--- config.mk ---
export PLATFORM = sky130hd
export DESIGN_NAME = alu_seq_ctrl
export DESIGN_NICKNAME = d
export VERILOG_FILES = /design/src/rtl/alu_pkg.sv /design/src/rtl/alu_seq_ctrl_alu.sv /design/src/rtl/alu_seq_ctrl.sv
export SDC_FILE = /design/constraint.sdc
export NUM_CORES = 1
export LEC_CHECK = 0
export CORE_UTILIZATION = 49
export CTS_CLUSTER_DIAMETER = 50
export DETAILED_ROUTE_END_ITERATION = 6
export PLACE_DENSITY = 0.72
export SLEW_MARGIN = 20
export SYNTH_ARGS = -nofsm -noshare
export SYNTH_HDL_FRONTEND = slang
export SYNTH_SLANG_ARGS = --single-unit
--- constraint.sdc ---
create_clock -name clk -period 2.05 [get_ports clk]
set_input_delay 0.41 -clock clk [delete_from_list [all_inputs] [get_ports clk]]
set_output_delay 0.41 -clock clk [all_outputs]
set_load 0.02 [all_outputs]
--- src/rtl/alu_pkg.sv ---
// Shared types for the sequential ALU front-end: opcode and FSM state
// encodings, data width, and the illegal-opcode boundary.
package alu_pkg;

    localparam int DATA_W = 4;

    typedef enum logic [3:0] {
        OP_ADD    = 4'b0000,
        OP_SUB    = 4'b0001,
        OP_NEG    = 4'b0010,
        OP_INC    = 4'b0011,
        OP_DEC    = 4'b0100,
        OP_ROTL   = 4'b0101,
        OP_OR     = 4'b0110,
        OP_AND    = 4'b0111,
        OP_XOR    = 4'b1000,
        OP_MAX    = 4'b1001,
        OP_PASS_A = 4'b1010,
        OP_PASS_B = 4'b1011
    } alu_op_e;

    localparam logic [3:0] OP_ILLEGAL_MIN = 4'b1100;

    typedef enum logic [1:0] {
        IDLE = 2'd0,
        EXEC = 2'd1,
        RESP = 2'd2
    } state_e;

    function automatic logic op_is_illegal(input logic [3:0] op);
        return (op >= OP_ILLEGAL_MIN);
    endfunction

endpackage

--- src/rtl/alu_seq_ctrl_alu.sv ---
// 4-bit combinational ALU. Carry is the raw adder carry-out (subtraction
// carries when no borrow); overflow is signed two's-complement overflow.
module alu
    import alu_pkg::*;
(
    input  logic [DATA_W-1:0] A,
    input  logic [DATA_W-1:0] B,
    input  logic [3:0]        ALUcontrol,
    output logic [DATA_W-1:0] Result,
    output logic              CarryOut,
    output logic              Overflow
);

    logic [DATA_W:0] w_sum;

    // Opcode decode; adder-based ops share a 5-bit sum for the carry bit
    always_comb begin
        w_sum    = '0;
        Result   = '0;
        CarryOut = 1'b0;
        Overflow = 1'b0;
        case (ALUcontrol)
            OP_ADD: begin
                w_sum    = {1'b0, A} + {1'b0, B};
                Result   = w_sum[DATA_W-1:0];
                CarryOut = w_sum[DATA_W];
                Overflow = (A[3] == B[3]) && (w_sum[3] != A[3]);
            end
            OP_SUB: begin
                w_sum    = {1'b0, A} + {1'b0, ~B} + 5'd1;
                Result   = w_sum[DATA_W-1:0];
                CarryOut = w_sum[DATA_W];
                Overflow = (A[3] != B[3]) && (w_sum[3] != A[3]);
            end
            OP_NEG: begin
                w_sum    = {1'b0, ~A} + 5'd1;
                Result   = w_sum[DATA_W-1:0];
                CarryOut = w_sum[DATA_W];
                Overflow = A[3] && w_sum[3];
            end
            OP_INC: begin
                w_sum    = {1'b0, A} + 5'd1;
                Result   = w_sum[DATA_W-1:0];
                CarryOut = w_sum[DATA_W];
                Overflow = !A[3] && w_sum[3];
            end
            OP_DEC: begin
                w_sum    = {1'b0, A} + 5'b01111;
                Result   = w_sum[DATA_W-1:0];
                CarryOut = w_sum[DATA_W];
                Overflow = A[3] && !w_sum[3];
            end
            OP_ROTL:   Result = {A[2:0], A[3]};
            OP_OR:     Result = A | B;
            OP_AND:    Result = A & B;
            OP_XOR:    Result = A ^ B;
            OP_MAX:    Result = ($signed(A) > $signed(B)) ? A : B;
            OP_PASS_A: Result = A;
            OP_PASS_B: Result = B;
            default:   Result = '0;
        endcase
    end

endmodule

--- src/rtl/alu_seq_ctrl.sv ---
// Clocked command/response front-end around the 4-bit ALU.
// Optional accumulator chaining is enabled by defining ALU_ACC_CHAIN_EN.
module alu_seq_ctrl
    import alu_pkg::*;
#(
    parameter int CNT_W = 8
) (
    input  logic              clk,
    input  logic              rst_n,
    input  logic              cmd_valid,
    output logic              cmd_ready,
    input  logic [3:0]        cmd_op,
    input  logic [DATA_W-1:0] cmd_a,
    input  logic [DATA_W-1:0] cmd_b,
    input  logic              cmd_use_acc,
    output logic              rsp_valid,
    input  logic              rsp_ready,
    output logic [DATA_W-1:0] rsp_result,
    output logic              rsp_carry,
    output logic              rsp_overflow,
    output logic              rsp_illegal,
    output logic [CNT_W-1:0]  op_count
);

    state_e             r_state;
    logic [3:0]         r_op;
    logic [DATA_W-1:0]  r_a;
    logic [DATA_W-1:0]  r_b;
    logic               r_cmd_ready;
    logic               r_rsp_valid;
    logic [DATA_W-1:0]  r_result;
    logic               r_carry;
    logic               r_overflow;
    logic               r_illegal;
    logic [CNT_W-1:0]   r_count;

    logic [DATA_W-1:0]  w_alu_result;
    logic               w_alu_carry;
    logic               w_alu_overflow;
    logic               w_illegal;

`ifdef ALU_ACC_CHAIN_EN
    logic [DATA_W-1:0]  r_acc;
    logic [DATA_W-1:0]  w_a_sel;
    assign w_a_sel = cmd_use_acc ? r_acc : cmd_a;
`else
    logic [DATA_W-1:0]  w_a_sel;
    logic               w_unused_use_acc;
    assign w_a_sel          = cmd_a;
    assign w_unused_use_acc = cmd_use_acc;
`endif

    assign w_illegal = op_is_illegal(r_op);

    alu u_alu (
        .A          (r_a),
        .B          (r_b),
        .ALUcontrol (r_op),
        .Result     (w_alu_result),
        .CarryOut   (w_alu_carry),
        .Overflow   (w_alu_overflow)
    );

    // Control FSM: accept, execute for one cycle, then hold the response until consumed
    always_ff @(posedge clk) begin
        if (!rst_n) begin
            r_state     <= IDLE;
            r_op        <= 4'd0;
            r_a         <= '0;
            r_b         <= '0;
            r_cmd_ready <= 1'b1;
            r_rsp_valid <= 1'b0;
            r_result    <= '0;
            r_carry     <= 1'b0;
            r_overflow  <= 1'b0;
            r_illegal   <= 1'b0;
            r_count     <= '0;
`ifdef ALU_ACC_CHAIN_EN
            r_acc       <= '0;
`endif
        end else begin
            case (r_state)
                IDLE: begin
                    if (cmd_valid) begin
                        r_op        <= cmd_op;
                        r_a         <= w_a_sel;
                        r_b         <= cmd_b;
                        r_cmd_ready <= 1'b0;
                        r_state     <= EXEC;
                    end else begin
                        r_state     <= IDLE;
                    end
                end
                EXEC: begin
                    // Illegal opcodes report all-zero data regardless of ALU output
                    r_result    <= w_illegal ? '0   : w_alu_result;
                    r_carry     <= w_illegal ? 1'b0 : w_alu_carry;
                    r_overflow  <= w_illegal ? 1'b0 : w_alu_overflow;
                    r_illegal   <= w_illegal;
                    r_rsp_valid <= 1'b1;
                    r_state     <= RESP;
`ifdef ALU_ACC_CHAIN_EN
                    if (!w_illegal) begin
                        r_acc <= w_alu_result;
                    end
`endif
                end
                RESP: begin
                    if (rsp_ready) begin
                        r_count     <= r_count + {{(CNT_W-1){1'b0}}, 1'b1};
                        r_rsp_valid <= 1'b0;
                        r_cmd_ready <= 1'b1;
                        r_state     <= IDLE;
                    end else begin
                        r_state     <= RESP;
                    end
                end
                default: begin
                    r_rsp_valid <= 1'b0;
                    r_cmd_ready <= 1'b1;
                    r_state     <= IDLE;
                end
            endcase
        end
    end

    assign cmd_ready    = r_cmd_ready;
    assign rsp_valid    = r_rsp_valid;
    assign rsp_result   = r_result;
    assign rsp_carry    = r_carry;
    assign rsp_overflow = r_overflow;
    assign rsp_illegal  = r_illegal;
    assign op_count     = r_count;

endmodule

# After elaboration in Yosys (flattened, before gate mapping)

Index checks and enable logic that the tools add are counted.

Flip-flop bits (word level): 31
Bits in latches: 0
Memory bits (writable): 0
Bits in read-only memories: 0
Input port bits: 17
Output and inout bits: 17
Word-level logic and storage cells: 74
Memories kept: 0

Add/subtract/negate cells: 7
Multipliers: 0
Div/mod/pow operators: 0
$lt $le $gt $ge: 2
Equal/unequal tests: 19
Shift operators: 0
Muxes and demuxes: 15
Bitwise logic cells: 7
Reductions and logical operators: 13

Operators with widths:

| cell                  | number |
|---|---|
| $pmux W4 S12          | 1 |
| $eq A4 B3 Y1 const B  | 4 |
| $eq A4 B4 Y1 const B  | 4 |
| $add A4 B1 Y5 const B | 2 |
| $add A4 B4 Y5         | 2 |
| $pmux W1 S5           | 2 |
| $add A8 B1 Y8 const B | 1 |
| $eq A4 B2 Y1 const B  | 2 |
| $mux W4               | 2 |
| $not A4 Y4            | 2 |
| $mux W1               | 6 |
| $pmux W1 S3           | 2 |
| $pmux W2 S3           | 1 |
| $reduce_and A2 Y1     | 3 |
| $add A4 B4 Y5 const B | 1 |
| $add A5 B1 Y5 const B | 1 |
| $logic_and A1 B1 Y1   | 5 |
| $and A4 B4 Y4         | 1 |
| $eq A4 B1 Y1 const B  | 1 |
| $ge A4 B4 Y1 const B  | 1 |
| $gt A4 B4 Y1          | 1 |
| $logic_not A4 Y1      | 1 |
| $ne A2 B2 Y1 const B  | 2 |
| $or A4 B4 Y4          | 1 |
| other kinds (10)      | 14 |

# Depth between registers and ports, before layout

Gate-level depths: netlist (run 1).

Depth in word-level cells: 7
Mapped depth: 9
Gate-level depth less buffers: 9

# By module

A second synthesis (run 1) with hierarchy kept.

Cell total of the unflattened synthesis: 285
Area total of the unflattened synthesis: 2235.9 um^2

By module, submodules not included:

| module       | instances | cells each | area each (um^2) | sequential area each (um^2) |
|---|---|---|---|---|
| alu_seq_ctrl | 1         | 142        | 1199.9           | 620.6 |
| alu          | 1         | 143        | 1036.0           | 0.0 |

# Worst setup path after synthesis (run 1)

No wires, ideal clock.

Path kind: reg-to-reg
Start: register r_a[0]
End: register r_result[3], in the netlist rsp_result[3]
Setup time: 78 ps
Arrival: 2061 ps
Required time: 1972 ps
Path slack: -89 ps
Cell stages (with the launch flop): 10
Path buffers: 0
Period minus slack after synthesis: 2139 ps
Cell sequence: dfxtp_1 -> inv_1 -> ha_1 -> inv_1 -> fa_1 -> nor2b_2 -> or4_4 -> a21oi_1 -> o21ai_1 -> a32oi_1

Word-level cells in the longest chain between the ends: 4
Elaborated cells between the ends (all ways): 11
Classes of those cells: add/sub: 6; order compare: 1; mux: 3; bitwise: 1

RTL lines:

| item                                        | RTL line               | text |
|---|---|---|
| start, declared                             | alu_seq_ctrl.sv:27     | `logic [DATA_W-1:0] r_a;` |
| start signal, assigned                      | alu_seq_ctrl.sv:86     | `r_a <= w_a_sel;` |
| $add A4 B4 Y5, or another cell as far along | alu_seq_ctrl_alu.sv:30 | `w_sum = {1'b0, A} + {1'b0, ~B} + 5'd1;` |
| $add A5 B1 Y5, or another cell as far along | alu_seq_ctrl_alu.sv:30 |  |
| $pmux W4 S12 *                              | alu_seq_ctrl_alu.sv:22 | `case (ALUcontrol)` |
| $mux W4 *                                   | alu_seq_ctrl.sv:96     | `r_result <= w_illegal ? '0 : w_alu_result;` |
| end signal, assigned                        | alu_seq_ctrl.sv:96     |  |
| end, declared                               | alu_seq_ctrl.sv:31     | `logic [DATA_W-1:0] r_result;` |

Every way passes the cells marked *; elsewhere a longest branch is shown, timed or not.
A chain may end at the register's enable or synchronous reset.

# Worst setup path after layout (run 1)

Start: register r_a[0]
End: register r_result[1], in the netlist rsp_result[1]

The elaborated chain is that of the path after synthesis.

==> results of run 1 <==
==> worst max path at each step <==
| stage | startpoint | end | slack (ns) |
|---|---|---|---|
| after detailed placement | r_a[0]$_SDFFE_PN0P_ | rsp_result[3]$_SDFFE_PN0P_ | -0.04 |
| after global routing | r_b[0]$_SDFFE_PN0P_ | rsp_result[1]$_SDFFE_PN0P_ | -0.08 |
| after global placement | r_a[0]$_SDFFE_PN0P_ | rsp_result[3]$_SDFFE_PN0P_ | -0.03 |
| after floorplan | r_a[0]$_SDFFE_PN0P_ | rsp_result[3]$_SDFFE_PN0P_ | 0.004 |
| after CTS | r_a[0]$_SDFFE_PN0P_ | rsp_carry$_SDFFE_PN0P_ | 0.01 |
| final | r_a[0]$_SDFFE_PN0P_ | rsp_result[1]$_SDFFE_PN0P_ | 0.04 |
==> registers in the layout, summed over array words and instances, names as in the netlist <==
name / flops
rsp_valid: 1
cmd_ready: 1
r_b: 4
rsp_result: 4
r_op: 4
rsp_overflow: 1
rsp_carry: 1
r_state: 2
rsp_illegal: 1
r_a: 4
op_count: 8
==> through the flow <==
stage | TNS [ns] | cell area [sq um]
floorplan | 0 | 2280
global placement | -0.0546 | 2770
detailed placement | -0.0838 | 2770
CTS | 0 | 2860
global route | -0.119 | 2910
finish | 0 | 2910
==> synthesized netlist by cell type (2+ instances only) <==
master | number | share of area
clkbuf_1 | 5 | 0.0082
a21boi_0 | 14 | 0.046
a31oi_1 | 4 | 0.011
o21ai_0 | 9 | 0.020
buf_2 | 10 | 0.022
a32oi_1 | 2 | 0.0077
dfxtp_1 | 31 | 0.27
mux2i_1 | 7 | 0.031
nor2b_1 | 5 | 0.014
nand3_1 | 11 | 0.024
nand4_1 | 3 | 0.0082
fa_1 | 2 | 0.018
o211ai_1 | 3 | 0.0099
nand3b_1 | 3 | 0.0099
nand2b_1 | 3 | 0.0082
and2_1 | 10 | 0.027
and3_1 | 6 | 0.016
nor4_1 | 2 | 0.0055
inv_1 | 14 | 0.023
o21bai_1 | 2 | 0.0066
nor2_1 | 10 | 0.016
xor2_1 | 4 | 0.015
nor3_1 | 10 | 0.022
a21oi_1 | 17 | 0.037
inv_2 | 2 | 0.0033
and3b_1 | 2 | 0.0077
a211oi_1 | 3 | 0.0099
ha_1 | 16 | 0.088
nand2_1 | 34 | 0.056
xnor2_1 | 10 | 0.038
==> cells by family (layout without fill, tap and decap cells) <==
group | count (synthesis) | count (layout)
AND/OR/NAND/NOR | 109 | 109
AO/OA/AOI/OAI | 68 | 68
buffers and inverters | 34 | 82
flip-flops | 31 | 31
adder cells (fa/ha/maj) | 18 | 18
XOR/XNOR | 14 | 14
multiplexers | 8 | 8
==> power breakdown <==
part	internal (W)	switching, W
clock	0.000263	0.000236
combinational	0.000230	0.000254
sequential	0.000629	0.0000335
==> tightest hold or removal path: cells and delay by family (launching register included) <==
family / cells / cell delay [ns]
compound gates: 1 / 0.06
flops: 1 / 0.32
simple gates: 1 / 0.05
==> cell type report <==
cell class | count | area [sq um] | area share
well taps | 52 | 65.1 | 0.0224
clock buffers | 6 | 82.6 | 0.0284
inverters | 16 | 60.1 | 0.0207
flip-flops and latches | 31 | 622 | 0.214
clock inverters | 1 | 5.00 | 0.00172
repair buffers | 59 | 523 | 0.180
multi-input cells | 217 | 1550 | 0.533
==> repair_timing <==
action	in CTS	in global routing
resized for setup	1	11
endpoints found under the setup margin	4	5
pin swaps	0	3
buffers inserted	0	1
==> layer usage <==
| layer | share of wire | up-vias | track usage | routed length (um) |
|---|---|---|---|---|
| met4 | 0.013 | 0 | 0.0667 | 73 |
| met3 | 0.061 | 8 | 0.0491 | 351 |
| li1 | - | 1097 | - | - |
| met2 | 0.48 | 58 | 0.400 | 2770 |
| met5 | 0 | - | 0 | 0 |
| met1 | 0.44 | 1018 | 0.334 | 2520 |
==> flow_metrics.py, run 1 <==
metrics = {
    "cts": {
        "htree_levels": 2,
        "cts_buffer_depth": 2,
        "cts_hold_buf": 0,
        "cts-root-buf": "clkbuf_8",
        "clkLatencyLatePin_ns": 0.29,
        "numCtsBuffers": 5,
        "cts.sinks": 31,
        "cts_tree": "yes",
        "path_clk_slew_ns": 0.07,
    },
    "cells_and_area": {
        "syn_to_final_growth_pct": 27.6,
        "layout_common_cells": "34 x nand2_1, 32 x clkdlybuf4s50_1, 30 x dfxtp_1",
        "final_common_cell": "nand2_1",
        "nFillCells": 389,
        "instances_no_fill": 382,
        "nNetsFinal": 365,
        "diodes": 0,
        "utilization": 0.659,
        "drive_above_1_share": 0.167,
    },
    "timing": {
        "relSlewSlack": 0.645,
        "period_share": 0.982,
        "fin_crit_ns": 2.01,
        "rsz0062_at_grt": "true",
        "holdWs_ns": 0.476,
        "final.setup.worst_slack_ns": 0.0369,
        "finalMaxSlewViolations": 0,
        "max_clock_freq_ghz": 0.497,
        "tightestPinTransition_ns": 0.531,
        "setup_violations": 0,
        "hold_viol_final": 0,
        "skew_ns": 0.00934,
    },
    "logic_synthesis": {
        "async_flop_share": 0,
        "synth.area.mux_share": 0.0406,
        "synth_flop_cell": "dfxtp_1",
        "synthXorXnorAreaFrac": 0.0538,
        "seq_area_frac_synth": 0.272,
        "synth_adder_area_share": 0.105,
        "ys_ff_latch": 31,
        "netlist_area_sq_um": 2280,
        "synthDistinctLibCells": 58,
        "synth.avg_cell_area_sq_um": 8.08,
        "synth_edf_count": 0,
        "syn-num-nets": 317,
        "syn_inst": 282,
        "synth_simple_gate_area_share": 0.258,
        "synth_warnings": 0,
        "synth_top_family_by_area": "simple AND/OR/NAND/NOR gates",
        "synth_compound_area_frac": 0.204,
    },
    "floorplan": {
        "design.die.area_sq_um": 4930,
        "pin_count": 34,
        "start_util": 0.516,
        "fp.dieH_um": 70.2,
        "die_w_um": 70.2,
        "num_rows": 24,
        "core_area_sq_um": 4410,
    },
    "global_routing": {
        "grt_pass1_wl_um": 9680,
        "track_usage": 0.247,
        "grt-ovfl-total": 0,
        "grt_max_degree": 20,
        "grt_pass1_vias": 2050,
        "antenna_found_initial": 0,
    },
    "detailed_routing": {
        "viasPerCell": 5.71,
        "wl_per_cell_um": 15.0,
        "dr_total_vias": 2181,
        "wirelength_um": 5710,
        "drcViolationCount": 0,
        "drt_iter0_markers": 115,
        "ant_nets": 0,
        "firstDrtPassIters": 4,
    },
    "worst_hold_path": {
        "whs_path_depth": 2,
        "worstHoldStart": "rsp_illegal$_SDFFE_PN0P_",
        "hold_class": "reg2reg",
        "min_to": "rsp_illegal$_SDFFE_PN0P_",
    },
    "critical_path": {
        "arrival_ns": 2.18,
        "worstSetupStartpointType": "register",
        "crit_buf_inv": 1,
        "crit_chain": "buf_4, ha_2, fa_2, nor2_1, a2111oi_2, a311o_1, a31oi_1, o211ai_1",
        "path_max_fanout": 8,
        "slowest_delay_ns": 0.43,
        "slowest_stage": "fa_2",
        "r2r_slack_ns": 0.04,
        "end_kind": "register",
        "reg2reg_to": "rsp_result[1]$_SDFFE_PN0P_",
        "r2r_cells": 8,
        "cp_num_cells": 8,
        "path_class": "reg2reg",
        "crit_required_ns": 2.22,
        "path_delay_family": "adder cells",
        "timing.rr.start": "r_a[0]$_SDFFE_PN0P_",
    },
    "place": {
        "gp_congestion": 0.955,
        "port-buffer-count": 32,
        "dp_cells": 374,
        "preCtsSetupSlack_ns": -0.0360,
        "place_hpwl_um": 4410,
    },
    "job": {
        "max-cap-violations": 0,
    },
    "status": {
        "status": "finished clean",
    },
    "power": {
        "p_leak_nw": 1.13,
        "ir_drop_mv": 0.425,
        "power_w": 0.00165,
        "powerDensity_nw_per_um2": 566,
    },
}
Note: power is estimated with default switching activity, not from simulation.
==> run 2: changes to the inputs <==
--- a/config.mk
+++ b/config.mk
@@ -5,10 +5,11 @@
 export SDC_FILE = /design/constraint.sdc
 export NUM_CORES = 1
 export LEC_CHECK = 0
-export CORE_UTILIZATION = 49
+export ABC_AREA = 1
+export CORE_UTILIZATION = 45
 export CTS_CLUSTER_DIAMETER = 50
 export DETAILED_ROUTE_END_ITERATION = 6
-export PLACE_DENSITY = 0.72
+export PLACE_DENSITY = 0.68
 export SLEW_MARGIN = 20
 export SYNTH_ARGS = -nofsm -noshare
 export SYNTH_HDL_FRONTEND = slang
==> run 2 against run 1 <==
The run now ends with design-rule violations left; design area is 6.6% lower; sequential power is 2% higher; register-to-register slack better by 0.14 ns.
==> flow_metrics.py, run 2 <==
metrics = {
    "timing": {
        "max_clock_freq_ghz": 0.535,
        "hold_viol_final": 0,
        "period_share": 0.912,
        "final.setup.worst_slack_ns": 0.180,
        "relSlewSlack": 0.708,
        "finalMaxSlewViolations": 0,
        "rsz0062_at_grt": "false",
        "finalSetupTns_ns": 0,
        "fin_crit_ns": 1.87,
        "tightestPinTransition_ns": 0.437,
        "setup_violations": 0,
        "skew_ns": 0.00761,
    },
    "logic_synthesis": {
        "synthTopCellsByArea": "dfxtp_1 29%, nand2_1 12%, ha_1 9.4%, a21oi_1 7.1%, nand3_1 7.1%",
        "syn-num-nets": 351,
        "synth_warnings": 0,
        "ys_ff_latch": 31,
        "yosysTopAreaCell": "dfxtp_1",
        "synth.most_common_cell": "nand2_1",
        "synth.avg_cell_area_sq_um": 6.71,
        "synth_edf_count": 0,
        "seq_area_frac_synth": 0.293,
        "netlist.area_leader.share": 0.293,
        "netlist_area_sq_um": 2120,
        "synth_flop_cell": "dfxtp_1",
        "synth_commonest_cells": "70 x nand2_1, 35 x nor2_1, 33 x inv_1, 31 x dfxtp_1",
        "syn_inst": 316,
        "async_flop_share": 0,
        "synthDistinctLibCells": 34,
    },
    "cells_and_area": {
        "layout_common_cells": "69 x nand2_1, 35 x nor2_1, 33 x inv_1",
        "instances_no_fill": 412,
        "diodes": 0,
        "drive_above_1_share": 0.122,
        "syn_to_final_growth_pct": 28.1,
        "final_common_cell": "nand2_1",
        "nNetsFinal": 394,
        "largest_reg_flops": 8,
    },
    "cts": {
        "cts-root-buf": "clkbuf_8",
        "cts_hold_buf": 0,
        "numCtsBuffers": 5,
        "post_cts_buffers": 0,
        "htree_levels": 2,
        "cts.sinks": 31,
        "cts_tree": "yes",
        "path_clk_slew_ns": 0.07,
        "cts_buffer_depth": 2,
        "clkLatencyLatePin_ns": 0.28,
    },
    "critical_path": {
        "crit_required_ns": 2.21,
        "slowest_delay_ns": 0.37,
        "crit_buf_inv": 3,
        "path_max_fanout": 4,
        "path_delay_family": "adder cells",
        "worstSetupStartpointType": "register",
        "end_kind": "register",
        "arrival_ns": 2.03,
        "path_common_cell": "nand2_1",
        "path_class": "reg2reg",
        "crit_chain": "inv_2, ha_1, inv_1, fa_2, nand2_2, buf_4, nand2_1, a22oi_1, o2111ai_1, nand2_1, a21oi_1",
        "slowest_stage": "fa_2",
    },
    "place": {
        "place_hpwl_um": 4430,
        "gp_congestion": 0.939,
        "dp_cells": 404,
        "preCtsSetupSlack_ns": 0.0752,
        "port-buffer-count": 32,
    },
    "detailed_routing": {
        "wl_per_cell_um": 13.5,
        "dr_total_vias": 2155,
        "drt_iter0_markers": 177,
        "wirelength_um": 5570,
        "ant_nets": 0,
        "viasPerCell": 5.23,
        "firstDrtPassIters": 6,
        "drcViolationCount": 2,
    },
    "global_routing": {
        "grt_pass1_vias": 1975,
        "track_usage": 0.241,
        "grt_pass1_wl_um": 9380,
        "grt_max_degree": 19,
        "grt-ovfl-total": 0,
        "antenna_found_initial": 0,
    },
    "power": {
        "powerDensity_nw_per_um2": 687,
        "ir_drop_mv": 0.485,
        "power_w": 0.00187,
        "p_leak_nw": 1.19,
    },
    "floorplan": {
        "num_rows": 24,
        "start_util": 0.477,
        "pin_count": 34,
        "design.die.area_sq_um": 4990,
        "core_area_sq_um": 4440,
        "fp.dieH_um": 70.7,
        "die_w_um": 70.7,
    },
    "worst_hold_path": {
        "hold_class": "reg2reg",
    },
    "job": {
        "max-cap-violations": 0,
    },
    "status": {
        "violations": "design-rule violations",
        "status": "finished with violations",
    },
}
[run 2: stage by stage]
step | utilization | hold WS [ns] | area, sq um
after floorplan | - | 0.481 | 2120
after global placement | 0.576 | 0.451 | 2560
after detailed placement | 0.576 | 0.454 | 2560
after CTS | 0.602 | 0.465 | 2680
after global routing | 0.611 | 0.490 | 2720
final | 0.611 | 0.463 | 2720
[run 2: layer usage]
metal	share of wire	track usage	up-vias
met5	0	0	-
met4	0.021	0.111	0
met3	0.058	0.0413	13
met2	0.44	0.360	69
met1	0.48	0.340	960
li1	-	-	1113
[run 2: cell type report]
cell class	instances	area, sq um
fillers	432	1730
well taps	52	65.1
multi-input cells	239	1360
clock buffers	6	82.6
flip-flops and latches	31	622
inverters	38	143
clock inverters	2	35.0
repair buffers	44	410
[run 2: final timing paths]
path         cells after the start                   endpoint  slack [ns]                 startpoint
max                             11     rsp_carry$_SDFFE_PN0P_        0.18        r_a[0]$_SDFFE_PN0P_
min                              2  rsp_overflow$_SDFFE_PN0P_        0.46  rsp_overflow$_SDFFE_PN0P_
max reg2reg                     11     rsp_carry$_SDFFE_PN0P_        0.18        r_a[0]$_SDFFE_PN0P_
min reg2reg                      2  rsp_overflow$_SDFFE_PN0P_        0.46  rsp_overflow$_SDFFE_PN0P_
[run 2: logic make-up after synthesis]
family / share of synthesized area
AND/OR/NAND/NOR: 0.329
AO/OA/AOI/OAI: 0.156
buffers and inverters: 0.0844
flip-flops: 0.293
adder cells (fa/ha/maj): 0.113
XOR/XNOR: 0.0248
[run 2: power by group]
| part | internal (W) | switching [W] | total (W) | leakage (nW) |
|---|---|---|---|---|
| registers | 0.000640 | 0.0000330 | 0.000673 | 0.254 |
| clock network | 0.000393 | 0.000234 | 0.000627 | 0.0612 |
| logic | 0.000228 | 0.000339 | 0.000567 | 0.873 |
| total | 0.00126 | 0.000606 | 0.00187 | 1.19 |
[run 2: worst reg2reg max path: stages, from the launching register on]
cell and delay [ns]:
dfxtp_2 0.35, inv_2 0.09, ha_1 0.14, inv_1 0.06, fa_2 0.37, nand2_2 0.10, buf_4 0.10, nand2_1 0.05
a22oi_1 0.16, o2111ai_1 0.18, nand2_1 0.10, a21oi_1 0.06
[run 2: what timing repair did]
item / 4_1_cts / 5_1_grt
setup endpoints to repair: 0 / 6
endpoints found under the hold margin: 0 / 0
resized for setup: 0 / 10
